[src/rtl/mem_wb_writeback.sv]
// MEM/WB pipeline register and writeback unit: aligns and extends load data,
// selects the writeback source, flags bad loads and counts retired writes.
module mem_wb_writeback #(
   parameter int CNT_W    = 32,
   parameter bit X0_GUARD = 1'b1
) (
   input  logic             clk,
   input  logic             reset,
   input  logic             stall,
   input  logic             flush,
   input  logic             mem_valid,
   input  logic             mem_RegWrite,
   input  logic             mem_MemtoReg,
   input  logic [4:0]       mem_RD,
   input  logic [2:0]       mem_Funct3,
   input  logic [63:0]      mem_ALUResult,
   input  logic [63:0]      mem_ReadData,
   output logic             RegWrite,
   output logic [4:0]       RD,
   output logic [63:0]      WriteData,
   output logic             wb_valid,
   output logic             load_fault,
   output logic [CNT_W-1:0] wb_retired
);

   localparam logic [2:0] F_LB  = 3'b000;
   localparam logic [2:0] F_LH  = 3'b001;
   localparam logic [2:0] F_LW  = 3'b010;
   localparam logic [2:0] F_LD  = 3'b011;
   localparam logic [2:0] F_LBU = 3'b100;
   localparam logic [2:0] F_LHU = 3'b101;
   localparam logic [2:0] F_LWU = 3'b110;

   // Pick the addressed byte/half/word out of the doubleword and extend it.
   function automatic logic [63:0] align_load(input logic [2:0]  f3,
                                              input logic [2:0]  off,
                                              input logic [63:0] dw);
      logic [63:0]        b_sh, h_sh, w_sh;
      logic signed [7:0]  b_s;
      logic signed [15:0] h_s;
      logic signed [31:0] w_s;
      logic signed [63:0] ext;
      b_sh = dw >> {off, 3'b000};
      h_sh = dw >> {off[2:1], 4'b0000};
      w_sh = dw >> {off[2], 5'b00000};
      b_s  = b_sh[7:0];
      h_s  = h_sh[15:0];
      w_s  = w_sh[31:0];
      case (f3)
         F_LB:    ext = b_s;
         F_LH:    ext = h_s;
         F_LW:    ext = w_s;
         F_LBU:   ext = {56'd0, b_sh[7:0]};
         F_LHU:   ext = {48'd0, h_sh[15:0]};
         F_LWU:   ext = {32'd0, w_sh[31:0]};
         default: ext = dw;
      endcase
      return ext;
   endfunction

   function automatic logic misaligned(input logic [2:0] f3, input logic [2:0] off);
      logic bad;
      case (f3)
         F_LH, F_LHU: bad = off[0];
         F_LW, F_LWU: bad = |off[1:0];
         F_LD:        bad = |off;
         F_LB, F_LBU: bad = 1'b0;
         default:     bad = 1'b1;
      endcase
      return bad;
   endfunction

   logic             vld_p1;
   logic             we_p1;
   logic             fault_p1;
   logic [4:0]       rd_p1;
   logic [63:0]      wdata_p1;
   logic [CNT_W-1:0] retired_p1;

   logic        cap_fault;
   logic        cap_we;
   logic [63:0] cap_wdata;

   always_comb begin
      cap_fault = mem_MemtoReg & misaligned(mem_Funct3, mem_ALUResult[2:0]);
      cap_we    = mem_valid & mem_RegWrite & ~cap_fault
                  & ~(X0_GUARD & (mem_RD == 5'd0));
      cap_wdata = mem_MemtoReg ? align_load(mem_Funct3, mem_ALUResult[2:0], mem_ReadData)
                               : mem_ALUResult;
   end

   // ---- MEM -> WB boundary ----
   always_ff @(posedge clk or posedge reset) begin
      if (reset) begin
         vld_p1     <= 1'b0;
         we_p1      <= 1'b0;
         fault_p1   <= 1'b0;
         rd_p1      <= 5'd0;
         wdata_p1   <= 64'd0;
         retired_p1 <= '0;
      end else begin
         // The instruction leaving WB on this edge is the one counted.
         if (we_p1 && !stall && !flush)
            retired_p1 <= retired_p1 + CNT_W'(1);
         if (flush) begin
            vld_p1   <= 1'b0;
            we_p1    <= 1'b0;
            fault_p1 <= 1'b0;
         end else if (!stall) begin
            vld_p1   <= mem_valid;
            we_p1    <= cap_we;
            fault_p1 <= mem_valid & cap_fault;
            rd_p1    <= mem_RD;
            wdata_p1 <= cap_wdata;
         end
      end
   end

   assign wb_valid   = vld_p1;
   assign RegWrite   = we_p1;
   assign load_fault = fault_p1;
   assign RD         = rd_p1;
   assign WriteData  = wdata_p1;
   assign wb_retired = retired_p1;

endmodule

[config.mk]
export PLATFORM = sky130hd
export DESIGN_NAME = mem_wb_writeback
export DESIGN_NICKNAME = d
export VERILOG_FILES = /design/src/rtl/mem_wb_writeback.sv
export SDC_FILE = /design/constraint.sdc
export NUM_CORES = 1
export LEC_CHECK = 0
export CAP_MARGIN = 20
export CELL_PAD_IN_SITES_DETAIL_PLACEMENT = 1
export CELL_PAD_IN_SITES_GLOBAL_PLACEMENT = 1
export CORE_MARGIN = 2
export CORE_UTILIZATION = 35
export CTS_CLUSTER_SIZE = 40
export DETAILED_ROUTE_END_ITERATION = 7
export PLACE_DENSITY_LB_ADDON = 0.1
export SLEW_MARGIN = 10
export SYNTH_ARGS = -nofsm -noshare
export SYNTH_HDL_FRONTEND = slang
export SYNTH_SLANG_ARGS = --single-unit
[constraint.sdc]
create_clock -name clk -period 8.2 [get_ports clk]
set_input_delay 2.05 -clock clk [delete_from_list [all_inputs] [get_ports clk]]
set_output_delay 2.05 -clock clk [all_outputs]
set_load 0.02 [all_outputs]
# Yosys cells after proc, flatten, opt, wreduce, memory -nomap -nowiden
# Index checks and enable logic that the tools add are counted.
# word_totals
regBits	104
word_cells	47
inputBits	143
output_inout_bits	104
# op_classes
bitwise_logic	9
n_mux	9
add_sub_neg	1
n_eq_ne	7
shifts	3
reduce_logical	12
# ops
cell	n
64-bit one-hot mux with 6 select lines	1
64-bit two-way mux	1
64-bit by 6-bit >> shifter with 16-bit output	1
64-bit by 6-bit >> shifter with 32-bit output	1
64-bit by 6-bit >> shifter with 8-bit output	1
32-bit by 1-bit adder with 32-bit output, second input constant	1
3-bit == test, second input constant	3
2-bit OR reduction	4
3-bit by 2-bit == test with 1-bit output, second input constant	2
1-bit two-way mux	6
1-bit bitwise AND	5
5-bit logical NOT	1
1-bit inverter	4
1-bit one-hot mux with 4 select lines	1
3-bit by 1-bit == test with 1-bit output, second input constant	1
3-bit logical NOT	1
3-bit OR reduction	1
1-bit logical AND	2
1-bit logical NOT	2
2-bit by 1-bit != test with 1-bit output, second input constant	1
2-bit AND reduction	1

# Longest topological paths before layout
# logic_depth
word_depth	9
depth_mapped	8
mapped_depth_nobuf	6

# Least setup slack after synthesis
# No wires, ideal clock.
# synth_timing
kind	input -> register
startpoint	input port mem_ALUResult[1]
endpoint	register wdata_p1[0] (netlist: WriteData[0])
path_buffers	2
t_required_ps	8064
setup_slack_ps	4653
arrival_time_ps	3410
stages	5
setup_ps	136
path_cell_list	buf_2 > buf_4 > mux4_2 > a2111oi_0 > o21ai_0
# synth_between
elab_chain_cells	3
# synth_rtl
element	line	source
start, declared	16	input logic [63:0] mem_ALUResult,
64-bit by 6-bit >> shifter with 16-bit output or 64-bit by 6-bit >> shifter with 8-bit output (tied branches)	44, 43	
64-bit one-hot mux with 6 select lines (*)	49	case (f3)
64-bit two-way mux (*)	88	cap_wdata = mem_MemtoReg ? align_load(mem_Funct3, mem_ALUResult[2:0], mem_ReadData)
end signal, assigned	114	wdata_p1 <= cap_wdata;
end, declared	77	logic [63:0] wdata_p1;
# Mark *: on every way between the ends. The rest lies on a longest branch, timed or not.
# A chain may end at the register's enable or synchronous reset.

# Final worst setup path
# layout_timing
startpoint	input port flush
endpoint	register wdata_p1[52] (netlist: WriteData[52])
# layout_between
elab_chain_cells	2
# layout_rtl
element	line	source
start, declared	10	input logic flush,
1-bit inverter (no source line)	-	
2-bit AND reduction (no source line)	-	
# Every way passes these cells.

==> results by group <==
Global routing
  • Wire length of the first global-routing pass: 42000 µm
  • Grt total ovfl: 0
  • Largest net degree at the start of global routing: 75
  • GRT Util Overall: 26.9%
  • Vias in the first global route: 7246
  • Antenna violations before repair: 3

Placement
  • Placed instance area: 0.00923 mm²
  • Final GP Congestion: 0.917
  • DPL Wire Length: 20300 µm
  • Post-Place Cells: 1177
  • PortBufs: 246

STA
  • Min Tclk post-route: 4.54 ns
  • Clock skew: 0.00679 ns
  • Final hold violations: 0
  • Max-slew violation count: 0
  • Hold WS: 0.472 ns
  • Worst-Margin Slew: 1.07 ns
  • Setup TNS: 0 ns
  • Tcrit/Tclk final: 55.4%
  • Final setup viols: 0
  • Unrepaired setup endpoints after global routing: false
  • Slew margin rel.: 27.9%
  • Fmax: 220 MHz

Routing
  • Routed Antenna Nets: 0
  • Routed vias/inst: 5.85
  • DRT iter0 DRCs: 446
  • Drt drc: 0
  • Router iterations before antenna repair: 5
  • WL final: 27500 µm
  • Vias: 6997
  • DR WL/cell: 23.0 µm

Hold path
  • Worst hold start: wb_retired[31]
  • Worst min-delay path category: reg2reg

Die
  • Die H: 142 µm
  • Die area: 0.0202 mm²
  • Starting Density: 35.8%
  • Row Count: 50
  • I/O Pins: 247
  • Core Region: 0.0187 mm²
  • Die X-Extent: 142 µm

Worst setup path
  • Crit end category: flip-flop
  • Max Fanout on Critical Path: 66
  • Bufs and invs on worst path: 2
  • Crit-path slowest cell: clkdlybuf4s50_1
  • Crit-path cells: clkdlybuf4s50_1 -> nor2_4 -> buf_4 -> nand2_1 -> a21oi_4 -> a31oi_1
  • Startpoint Class: input pin
  • Crit path from: flush
  • Arr. time, crit path: 4.72 ns
  • Max stage delay on crit path: 0.76 ns
  • Worst r2r src: RegWrite
  • Crit Path Class: in2reg
  • Delay-heaviest family, CP: buffers and inverters
  • Worst Path Required: 8.38 ns

CTS
  • Cts repair resizes: 0
  • H-tree levels: 3
  • TritonCTS clock tree: done
  • Root Buffer: clkbuf_16
  • Post-CTS setup buffers: 0
  • Hold buffer count at cts: 0
  • CTS clock-pin slew for the worst setup and hold paths: 0.08 ns
  • Worst-Skew Late Latency: 0.36 ns
  • CTS buffer count: 9
  • Clock buffer depth: 2
  • Clock Sink Count: 104

Synth
  • Library cells used by synthesis: 53
  • #FFs+latches synth: 104
  • Seq/Total Area, Yosys: 38.9%
  • Synth warn: 0
  • Post-synth EDFFs: 0
  • Synth Flop Type: dfrtp_1
  • Cells after Synth: 750
  • Syn Std Cell Area: 0.00669 mm²
  • Synthesized Nets: 901
  • FFs w/ async S/R, synth: 100%
  • Avg Inst Size Synth: 8.93 µm²

Pwr
  • Clock network power share: 28.1%
  • Comb pwr share: 32.0%
  • P_int: 1.01 mW
  • PwrDens: 160 mW/mm²
  • Sw frac: 33.8%
  • Sw power: 0.515 mW
  • Flop pwr share: 39.9%
  • P_leak: 3.71 nW
  • Worst vdd ir: 0.112 mV

Final layout
  • # fillers: 2128
  • Fin area: 0.00953 mm²
  • Final nets: 1106
  • Area grow syn2layout: 42.4%
  • Multi-input logic area: 0.00377 mm²
  • Layout cells sized above 1: 5.94%
  • FF+latch area: 0.00260 mm²
  • Non-filler cells, final: 1197

Status
  • Status: completed

Job
  • Max-cap violation count: 0
worst paths after layout:
kind / slack (ns) / cells past startpoint / end
worst min register to register: 0.47 / 1 / wb_retired[31]
worst max-delay path: 3.66 / 6 / WriteData[52]
min in group asynchronous: 2.09 / 2 / wb_retired[20]
worst min-delay path: 0.47 / 1 / wb_retired[31]
worst max register to register: 6.01 / 4 / wb_retired[21]
max in group asynchronous: 4.80 / 3 / WriteData[51]
metrics by stage:
step                power, mW  util, %  worst slack (ns)
finish                   1.52     50.9              3.66
detailed placement       1.10     49.4              3.32
global placement         1.09     49.3              3.31
floorplan               0.840        -              3.42
CTS                      1.53     50.9              3.68
global route             1.58     50.9              3.44
cell type report:
class	count	share of cell area (%)
flip-flops and latches	104	27.3
well taps	234	3.07
repair buffers	256	26.5
multi-input cells	573	39.6
clock inverters	7	0.578
inverters	11	0.460
diodes	3	0.0788
clock buffers	9	2.36
worst reg2reg max path, stage by stage, from the launching register on:
cell and delay, ns:
dfrtp_1 0.48, nand4bb_1 0.18, nor4_2 0.96, nand4_1 0.25, xnor2_1 0.20
kinds of logic (layout without fill, tap and decap cells):
logic type	count (synthesis)	after routing	synth area share, %
compound gates	248	248	23.6
simple gates	243	243	19.0
flops	104	104	38.9
buf+inv	73	283	4.92
mux	43	43	8.15
xor+xnor	31	31	4.06
fa+ha+maj	8	8	1.50
other cells	0	3	0
sequential cells by signal, indices dropped and copies added (netlist names):
name,flops
RegWrite,1
RD,5
WriteData,64
wb_retired,32
load_fault,1
wb_valid,1
synth_stat cells (9+ instances only):
master	count	area, µm²
buf_2	14	70.1
and3_1	12	75.1
nand2b_1	34	213
xnor2_1	26	228
inv_1	11	41.3
nand2_1	77	289
a21o_1	9	67.6
a211oi_1	12	90.1
dfrtp_1	104	2600
or3_1	32	200
nand4_1	17	106
clkbuf_1	40	150
a31oi_1	36	225
nand3_1	14	70.1
o221ai_1	9	78.8
o21ai_0	79	395
a21oi_1	51	255
nor2_1	30	113
o211ai_1	9	67.6
a32oi_1	11	96.3
mux2i_1	32	320
mux4_2	9	203
per-layer routing:
layer | GRT usage [%] | share of wire [%] | wire (µm) | up-vias
met2 | 43.6 | 47 | 12900 | 259
met3 | 3.80 | 5.9 | 1630 | 28
li1 | - | - | - | 3187
met5 | 0 | 0 | 0 | -
met4 | 7.82 | 1.7 | 457 | 0
met1 | 37.5 | 46 | 12500 | 3523
power by group through the flow:
stage	logic [mW]	registers [mW]	clock network (mW)
final	0.487	0.607	0.427
after CTS	0.489	0.607	0.433
after detailed placement	0.486	0.616	0
after global routing	0.521	0.613	0.450
after floorplan	0.166	0.674	0
after global placement	0.476	0.613	0
placed cells by master (no fill, tap or decap), types with 11 or more instances in the layout:
cell type        instances
or3_1                   32
clkdlybuf4s50_1        243
nand2b_1                34
nand2_1                 77
a32oi_1                 11
nand4_1                 17
a21oi_1                 51
xnor2_1                 26
dfrtp_1                104
a211oi_1                12
and3_1                  12
nor2_1                  29
mux2i_1                 32
a31oi_1                 36
nand3_1                 14
o21ai_0                 79
(Power assumes the default switching activity.)
